File: src/rtl/cpu_pkg.sv
// Shared constants and types for the ID/EX pipeline register.
package cpu_pkg;

    localparam int REGW     = 5;
    localparam int AOPW_DEF = 4;

    typedef logic [REGW-1:0] reg_idx_t;

    // Single-bit controls carried from decode into execute.
    typedef struct packed {
        logic reg_write;
        logic mem_read;
        logic mem_write;
        logic alu_src;
        logic mem_to_reg;
    } ex_ctrl_t;

    // A bubble is an instruction with every side-effecting control cleared.
    localparam ex_ctrl_t CTRL_BUBBLE = '0;
    localparam reg_idx_t WREG_BUBBLE = '0;

    // What the pipeline register does on the coming edge (reset handled separately).
    typedef enum logic [1:0] {
        ACT_CAPTURE = 2'd0,
        ACT_STALL   = 2'd1,
        ACT_FLUSH   = 2'd2
    } ex_act_e;

    // r0 is hardwired to zero, so it never produces a dependency.
    function automatic logic idx_match(input reg_idx_t a, input reg_idx_t b);
        return (a != '0) && (a == b);
    endfunction

endpackage

File: src/rtl/id_ex_stage_hazard_detect.sv
// Load-use hazard detection between the instruction in EX and the one in ID.
module hazard_detect
    import cpu_pkg::*;
(
    input  logic     ex_valid,
    input  logic     ex_mem_read,
    input  logic     ex_reg_write,
    input  reg_idx_t ex_wreg,
    input  logic     id_valid,
    input  reg_idx_t id_rs,
    input  reg_idx_t id_rt,
    output logic     stall
);

    // Stall while a load in EX targets a register the decoded instruction reads.
    always_comb begin
        stall = ex_valid & ex_mem_read & ex_reg_write & id_valid &
                (idx_match(ex_wreg, id_rs) | idx_match(ex_wreg, id_rt));
    end

endmodule

File: src/rtl/id_ex_stage.sv
// ID/EX pipeline register with load-use stall, flush, write-through bypass
// and a saturating count of inserted load-use bubbles.
module id_ex_stage
    import cpu_pkg::*;
#(
    parameter int DW   = 32,
    parameter int AOPW = AOPW_DEF,
    parameter int CNTW = 16
) (
    input  logic            clk,
    input  logic            rst,
    input  logic            id_valid,
    input  logic [DW-1:0]   id_pc,
    input  logic [DW-1:0]   id_rd1,
    input  logic [DW-1:0]   id_rd2,
    input  logic [DW-1:0]   id_imm,
    input  logic [4:0]      id_rs,
    input  logic [4:0]      id_rt,
    input  logic [4:0]      id_rd,
    input  logic            id_reg_write,
    input  logic            id_mem_read,
    input  logic            id_mem_write,
    input  logic            id_alu_src,
    input  logic            id_reg_dst,
    input  logic            id_mem_to_reg,
    input  logic [AOPW-1:0] id_alu_op,
    input  logic            wb_reg_write,
    input  logic [4:0]      wb_wa,
    input  logic [DW-1:0]   wb_wd,
    input  logic            flush,
    output logic            ex_valid,
    output logic [DW-1:0]   ex_pc,
    output logic [DW-1:0]   ex_a,
    output logic [DW-1:0]   ex_b,
    output logic [DW-1:0]   ex_imm,
    output logic [4:0]      ex_rs,
    output logic [4:0]      ex_rt,
    output logic [4:0]      ex_wreg,
    output logic            ex_reg_write,
    output logic            ex_mem_read,
    output logic            ex_mem_write,
    output logic            ex_alu_src,
    output logic            ex_mem_to_reg,
    output logic [AOPW-1:0] ex_alu_op,
    output logic            stall,
    output logic [CNTW-1:0] bubble_cnt
);

    logic            valid_q,  valid_d;
    logic [DW-1:0]   pc_q,     pc_d;
    logic [DW-1:0]   a_q,      a_d;
    logic [DW-1:0]   b_q,      b_d;
    logic [DW-1:0]   imm_q,    imm_d;
    reg_idx_t        rs_q,     rs_d;
    reg_idx_t        rt_q,     rt_d;
    reg_idx_t        wreg_q,   wreg_d;
    ex_ctrl_t        ctrl_q,   ctrl_d;
    logic [AOPW-1:0] alu_op_q, alu_op_d;
    logic [CNTW-1:0] cnt_q,    cnt_d;

    ex_act_e  act;
    ex_ctrl_t id_ctrl;
    logic     byp_a, byp_b;

    hazard_detect u_hazard (
        .ex_valid     (valid_q),
        .ex_mem_read  (ctrl_q.mem_read),
        .ex_reg_write (ctrl_q.reg_write),
        .ex_wreg      (wreg_q),
        .id_valid     (id_valid),
        .id_rs        (id_rs),
        .id_rt        (id_rt),
        .stall        (stall)
    );

    // Edge action, bypass selects and next-state for every pipeline field.
    always_comb begin
        if (flush)      act = ACT_FLUSH;
        else if (stall) act = ACT_STALL;
        else            act = ACT_CAPTURE;

        id_ctrl.reg_write  = id_reg_write;
        id_ctrl.mem_read   = id_mem_read;
        id_ctrl.mem_write  = id_mem_write;
        id_ctrl.alu_src    = id_alu_src;
        id_ctrl.mem_to_reg = id_mem_to_reg;

        // The register file is written this same edge; forward the value being written.
        byp_a = wb_reg_write & idx_match(wb_wa, id_rs);
        byp_b = wb_reg_write & idx_match(wb_wa, id_rt);

        valid_d  = 1'b0;
        pc_d     = pc_q;
        a_d      = a_q;
        b_d      = b_q;
        imm_d    = imm_q;
        rs_d     = rs_q;
        rt_d     = rt_q;
        wreg_d   = WREG_BUBBLE;
        ctrl_d   = CTRL_BUBBLE;
        alu_op_d = '0;

        if (act == ACT_CAPTURE) begin
            valid_d = id_valid;
            pc_d    = id_pc;
            a_d     = byp_a ? wb_wd : id_rd1;
            b_d     = byp_b ? wb_wd : id_rd2;
            imm_d   = id_imm;
            rs_d    = id_rs;
            rt_d    = id_rt;
            if (id_valid) begin
                wreg_d   = id_reg_dst ? id_rd : id_rt;
                ctrl_d   = id_ctrl;
                alu_op_d = id_alu_op;
            end
        end

        // Only a genuine load-use bubble counts; a flush takes precedence.
        cnt_d = cnt_q;
        if ((act == ACT_STALL) && (cnt_q != {CNTW{1'b1}})) begin
            cnt_d = cnt_q + 1'b1;
        end
    end

    // Pipeline register with synchronous reset.
    always_ff @(posedge clk) begin
        if (rst) begin
            valid_q  <= 1'b0;
            pc_q     <= '0;
            a_q      <= '0;
            b_q      <= '0;
            imm_q    <= '0;
            rs_q     <= '0;
            rt_q     <= '0;
            wreg_q   <= '0;
            ctrl_q   <= CTRL_BUBBLE;
            alu_op_q <= '0;
            cnt_q    <= '0;
        end else begin
            valid_q  <= valid_d;
            pc_q     <= pc_d;
            a_q      <= a_d;
            b_q      <= b_d;
            imm_q    <= imm_d;
            rs_q     <= rs_d;
            rt_q     <= rt_d;
            wreg_q   <= wreg_d;
            ctrl_q   <= ctrl_d;
            alu_op_q <= alu_op_d;
            cnt_q    <= cnt_d;
        end
    end

    assign ex_valid      = valid_q;
    assign ex_pc         = pc_q;
    assign ex_a          = a_q;
    assign ex_b          = b_q;
    assign ex_imm        = imm_q;
    assign ex_rs         = rs_q;
    assign ex_rt         = rt_q;
    assign ex_wreg       = wreg_q;
    assign ex_reg_write  = ctrl_q.reg_write;
    assign ex_mem_read   = ctrl_q.mem_read;
    assign ex_mem_write  = ctrl_q.mem_write;
    assign ex_alu_src    = ctrl_q.alu_src;
    assign ex_mem_to_reg = ctrl_q.mem_to_reg;
    assign ex_alu_op     = alu_op_q;
    assign bubble_cnt    = cnt_q;

endmodule

File: config.mk
export PLATFORM = sky130hd
export DESIGN_NAME = id_ex_stage
export DESIGN_NICKNAME = d
export VERILOG_FILES = /design/src/rtl/cpu_pkg.sv /design/src/rtl/id_ex_stage_hazard_detect.sv /design/src/rtl/id_ex_stage.sv
export SDC_FILE = /design/constraint.sdc
export NUM_CORES = 1
export LEC_CHECK = 0
export CORE_UTILIZATION = 30
export DETAILED_ROUTE_END_ITERATION = 10
export GPL_ROUTABILITY_DRIVEN = 0
export GPL_TIMING_DRIVEN = 0
export SYNTH_ARGS = -nofsm -noshare
export SYNTH_HDL_FRONTEND = slang
export SYNTH_SLANG_ARGS = --single-unit
File: constraint.sdc
create_clock -name clk -period 2.6 [get_ports clk]
set_input_delay 0.52 -clock clk [delete_from_list [all_inputs] [get_ports clk]]
set_output_delay 0.52 -clock clk [all_outputs]
set_load 0.01 [all_outputs]
[After elaboration in Yosys (flattened, before gate mapping)]
Index checks and enable logic that the tools add are counted.
Storage, ports and cells
  bits in registers: 169
  output and inout bits: 170
Operators by class
  mux-type cells: 5
  bitwise operators: 9
  equal/unequal tests: 6
  reductions and logical operators: 10
  $add $sub $neg: 1
Operators by type and width (count)
  $mux W32: 2
  $eq A5 B5 Y1: 4
  $add A16 B1 Y16 const B: 1
  $ne A16 B16 Y1 const B: 1
  $reduce_bool A5 Y1: 2
  $and A1 B1 Y1: 6
  $logic_and A1 B1 Y1: 5
  $mux W5: 1
  $reduce_or A3 Y1: 1
  $eq A2 B1 Y1 const B: 1
  $logic_not A2 Y1: 1
  $mux W2: 1
  $not A1 Y1: 2
  $reduce_or A2 Y1: 1
  $mux W1: 1
  $or A1 B1 Y1: 1

[Longest topological paths before layout]
  word-level depth: 9
  mapped depth: 8
  gate-level depth less buffers: 6

[Modules after synthesis]
A second synthesis with hierarchy kept.
Unflattened totals
  cell total of the unflattened synthesis: 869
  area, all modules: 7123.1 um2
By module, submodules not included
  id_ex_stage: seq. area each 3383.2 um2, times used 1, area an instance 6985.4 um2, cells an instance 851
  hazard_detect: seq. area each 0.0 um2, times used 1, area an instance 137.6 um2, cells an instance 18

[Worst setup path after synthesis]
Ideal clock, no wire load.
  kind: input to register
  start point: input id_rs[4]
  end point: register cnt_q[11] (netlist: bubble_cnt[11])
  library setup time: 121 ps
  arrival time: 1920 ps
  buffers on the path: 0
  stages: 6
  slack: 559 ps
  cell sequence: xnor2_1 nand3_1 o22a_1 nor4_1 nand3_1 mux2_2
Between the ends
  cells in the longest elaborated chain, start to end: 8
Ends and longest elaborated chain
  start, declared: line id_ex_stage.sv:17  | input logic [4:0] id_rs,
  $eq A5 B5 Y1: line cpu_pkg.sv:31  | return (a != '0) && (a == b);
  $logic_and A1 B1 Y1: line cpu_pkg.sv:31
  $or A1 B1 Y1: line id_ex_stage_hazard_detect.sv:18  | (idx_match(ex_wreg, id_rs) | idx_match(ex_wreg, id_rt));
  $and A1 B1 Y1: line id_ex_stage_hazard_detect.sv:17  | stall = ex_valid & ex_mem_read & ex_reg_write & id_valid &
  $mux W1: line id_ex_stage.sv:79  | else if (stall) act = ACT_STALL;
  $mux W2: line id_ex_stage.sv:78  | if (flush) act = ACT_FLUSH;
  $eq A2 B1 Y1: line id_ex_stage.sv:120  | if ((act == ACT_STALL) && (cnt_q != {CNTW{1'b1}})) begin
  $logic_and A1 B1 Y1: line id_ex_stage.sv:120
  end signal, assigned: line id_ex_stage.sv:150  | cnt_q <= cnt_d;
  end, declared: line id_ex_stage.sv:59  | logic [CNTW-1:0] cnt_q, cnt_d;
Every way passes these cells.
A chain may end at the register's enable or synchronous reset.

[Final worst setup path]
  start point: input wb_wa[1]
  end point: register b_q[7] (netlist: ex_b[7])
Between the ends
  cells in the longest elaborated chain, start to end: 4
  elaborated cells on any way between the ends: 5
  those cells by class: eq/ne (1); mux (1); bitwise (1); reduce/logical (2)
Ends and longest elaborated chain
  start, declared: line id_ex_stage.sv:28  | input logic [4:0] wb_wa,
  $eq A5 B5 Y1 / $reduce_bool A5 Y1 (equally long branches): line cpu_pkg.sv:31
  $logic_and A1 B1 Y1 *: line cpu_pkg.sv:31
  $and A1 B1 Y1 *: line id_ex_stage.sv:90  | byp_b = wb_reg_write & idx_match(wb_wa, id_rt);
  $mux W32 *: line id_ex_stage.sv:107  | b_d = byp_b ? wb_wd : id_rd2;
  end signal, assigned: line id_ex_stage.sv:131  | b_q <= '0;
  end signal, assigned: line id_ex_stage.sv:143  | b_q <= b_d;
  end, declared: line id_ex_stage.sv:52  | logic [DW-1:0] b_q, b_d;
Mark *: on every way between the ends. The rest lies on a longest branch, timed or not.

==> results by group <==
Logic synthesis
  – Synth cell types: 42
  – Register area share after synthesis: 47.81%
  – Synthesis warning total: 0
  – Post-Syn Area: 7077 µm²
  – Cells after synthesis: a little under 800
  – Count of state elements after synthesis: ~170
  – Post-synth EDFFs: 0
  – Syn avg cell area: 9.108 µm²
  – Post-Syn Nets: 973
  – Async set-reset flop share out of synthesis: 0%
  – Top FF cell, synth: dfxtp_1

Setup path
  – Crit path launch type: primary input
  – Largest delay share family, worst path: buffers and inverters
  – Worst Path Required: 2930 ps
  – Max Fanout on Critical Path: 10
  – CP max stage delay: 550 ps
  – Buffers & Inverters on Critical Path: 2
  – Arrival time worst endpoint: 2810 ps
  – Slowest cell on the critical path: or4_1
  – CP cell instances: clkdlybuf4s50_1, or4_1, o21ai_1, nor4_4, buf_2, mux2i_1, a211oi_1
  – Setup CP Type: primary input to register
  – Crit path capture type: register

Finish
  – Layout cells sized above 1: 10.49%
  – Multi-input logic area: 3415 µm²
  – Synthesis-to-finish area growth: 65.36%
  – Fillers: between 2000 and 2500
  – Post-route cell area: 11700 µm²
  – Final Net Count: 1356
  – Register area: 3388 µm²

Floorplanning
  – Die ar.: between 20000 and 25000 µm²
  – Cell Rows: 55
  – Die Span Y: 155.6 µm
  – Ports: 365
  – Core footprint: 22920 µm²
  – Die Width: between 150 and 200 µm
  – Initial core utilization: 30.88%

Timing
  – RSZ-0062 raised after global routing: yes
  – Final Critical Period: 2476 ps
  – Worst setup margin: about 120 ps
  – Peak Freq: a little over 400 MHz
  – Final Cycle Share: 95.24%
  – Final setup viols: 0
  – Final slew viol count: 0
  – Hold Vio Cnt, Final: 0
  – Worst Max-Slew Pin Slew: 879.0 ps
  – Clock Skew: 14.72 ps
  – Slew HR: 40.86%

Global routing
  – First-pass GRT wire length: 39.30 mm
  – GRT Util Overall: between 20% and 30%
  – Overflow after GRT: 0
  – Initial antenna violation count: 1
  – Vias in the first global route: 6903
  – Largest net degree at the start of global routing: 18

Place
  – Placed cell area: about 11000 µm²
  – Final HPWL DP: around 21 mm
  – Pre-CTS setup slack: -680.5 ps
  – Port Buffers: 363

Clocking
  – CTS Buf Count: 17
  – Clock transition at path regs: 70 ps
  – H-tree depth: 4
  – Skew-Pair Late Insertion Delay: 440 ps
  – Clock root buffer: clkbuf_16
  – Clock sink count: about 170
  – Bufs on Longest Clock Path: 2
  – Hold-fix buffers, CTS: 0
  – TritonCTS clock tree: yes

Power
  – Pleak: 4.266 nW
  – Max IR drop VDD: about 0.36 mV
  – P per Cell Area: 551.2 nW/µm²

Route
  – DRC Markers: 0
  – Post-Route WL: 26.21 mm
  – Final ANT Viol Nets: 0
  – Initial DRC count: roughly 220
  – Routed WL per cell: 17.62 µm
  – DRT Pass-1 Iters: 4
  – Vias per inst: 4.610
  – Vias: 6860

Run
  – Max Cap Viol: 0

Outcome
  – Status: completed

Min path
  – Worst Hold Class: primary input to register
report_power, final:
| group | total (W) | internal [W] | switching, W |
|---|---|---|---|
| clock network | 0.00251 | 0.00129 | 0.00121 |
| logic | 0.00114 | 0.000648 | 0.000495 |
| registers | 0.00280 | 0.00273 | 0.0000729 |
| total | 0.00645 | 0.00467 | 0.00178 |
worst register-to-register path, cell delays in order (launching register included):
cell and delay, ps:
dfxtp_2 410, xnor2_1 140, nand3_1 110, o22a_1 270
nor4_1 790, nand3_1 180, mux2_2 310
cells by family after synthesis:
logic type               share of synthesized area [%]
AND/OR/NAND/NOR                                  17.40
AO/OA/AOI/OAI                                    16.32
flip-flops                                       47.81
adder cells (fa/ha/maj)                         0.1768
buffers and inverters                            4.190
XOR/XNOR                                         3.713
multiplexers                                     10.40
cells in the final DEF, fill, tap and decap left out, drive strengths merged, types with 2 or more instances in the layout:
cell / synthesis / layout
clkdlybuf4s50: 0 / 352
dfxtp: 169 / 169
nand2: 159 / 159
nor2: 88 / 88
a21oi: 77 / 77
mux2i: 69 / 69
a211oi: 64 / 64
clkbuf: 27 / 47
buf: 30 / 30
xnor2: 25 / 25
and3: 11 / 11
inv: 3 / 11
nand3: 10 / 10
dlygate4sd2: 0 / 9
nor2b: 6 / 6
xor2: 5 / 5
nor3: 5 / 5
nor4: 5 / 5
mux2: 4 / 4
or4: 4 / 4
clkinv: 0 / 4
o21ai: 3 / 3
diode: 0 / 2
and4: 2 / 2
clkinvlp: 0 / 2
path summary, 6_finish.rpt:
| check | slack (ps) | endpoint | cells after the start | start |
|---|---|---|---|---|
| setup / recovery | 120 | ex_b[7]$_SDFFE_PP0N_ | 7 | wb_wa[1] |
| hold / removal | 410 | ex_rt[0]$_SDFFE_PP0N_ | 3 | id_rt[0] |
| setup reg to reg | 290 | bubble_cnt[13]$_SDFFE_PP0P_ | 6 | ex_wreg[1]$_SDFF_PP0_ |
| hold reg to reg | 450 | ex_imm[24]$_SDFFE_PP0N_ | 2 | ex_imm[24]$_SDFFE_PP0N_ |
cells in the mapped netlist (2+ instances only):
| cell | count | share of area (%) |
|---|---|---|
| a211oi_1 | 24 | 2.5 |
| a211oi_2 | 40 | 7.1 |
| a21oi_1 | 76 | 5.4 |
| and3_1 | 11 | 0.97 |
| and4_1 | 2 | 0.25 |
| buf_2 | 17 | 1.2 |
| buf_4 | 11 | 1.2 |
| clkbuf_1 | 26 | 1.4 |
| dfxtp_1 | 169 | 48 |
| inv_1 | 2 | 0.11 |
| mux2_2 | 4 | 0.64 |
| mux2i_1 | 69 | 9.8 |
| nand2_1 | 159 | 8.4 |
| nand3_1 | 10 | 0.71 |
| nor2_1 | 88 | 4.7 |
| nor2b_1 | 6 | 0.53 |
| nor3_1 | 5 | 0.35 |
| nor4_1 | 3 | 0.27 |
| nor4_2 | 2 | 0.35 |
| or4_1 | 3 | 0.32 |
| xnor2_1 | 25 | 3.1 |
| xor2_1 | 5 | 0.62 |
layer usage:
metal | part of all wire, % | track usage (%) | wire length, µm
met4 | 1.8 | 7.470 | 473
met3 | 10 | 9.972 | 2669
met2 | 49 | 37.05 | 12800
met1 | 39 | 23.13 | 10270
met5 | 0 | 0 | 0
stage by stage:
step	util, %	cells	total power [W]	setup TNS [ps]	hold slack [ps]
5_1_grt	51.06	1487	0.006713	-4.403	430.4
2_1_floorplan	-	777	0.003288	0	480.5
3_3_place_gp	48.45	1453	0.004009	-62840	441.5
3_5_place_dp	48.45	1453	0.004013	-59570	445.9
4_1_cts	51.00	1485	0.006527	-218.7	455.1
6_report	51.07	1488	0.006450	0	409.5
final cells by class:
cell class | instances | share of cell area, %
repair buffers | 364 | 31.00
multi-input cells | 548 | 29.18
flip-flops and latches | 169 | 28.95
clock buffers | 18 | 3.753
well taps | 313 | 3.347
plain buffers | 57 | 2.513
clock inverters | 14 | 1.123
inverters | 3 | 0.09623
diodes | 2 | 0.04277
timing repair:
action	CTS	global route
buffers inserted	0	1
resized for setup	18	8
endpoints found under the setup margin	52	36
gates cloned	0	0
pin swaps	0	1
No activity file was read; power rests on OpenSTA's default activity.
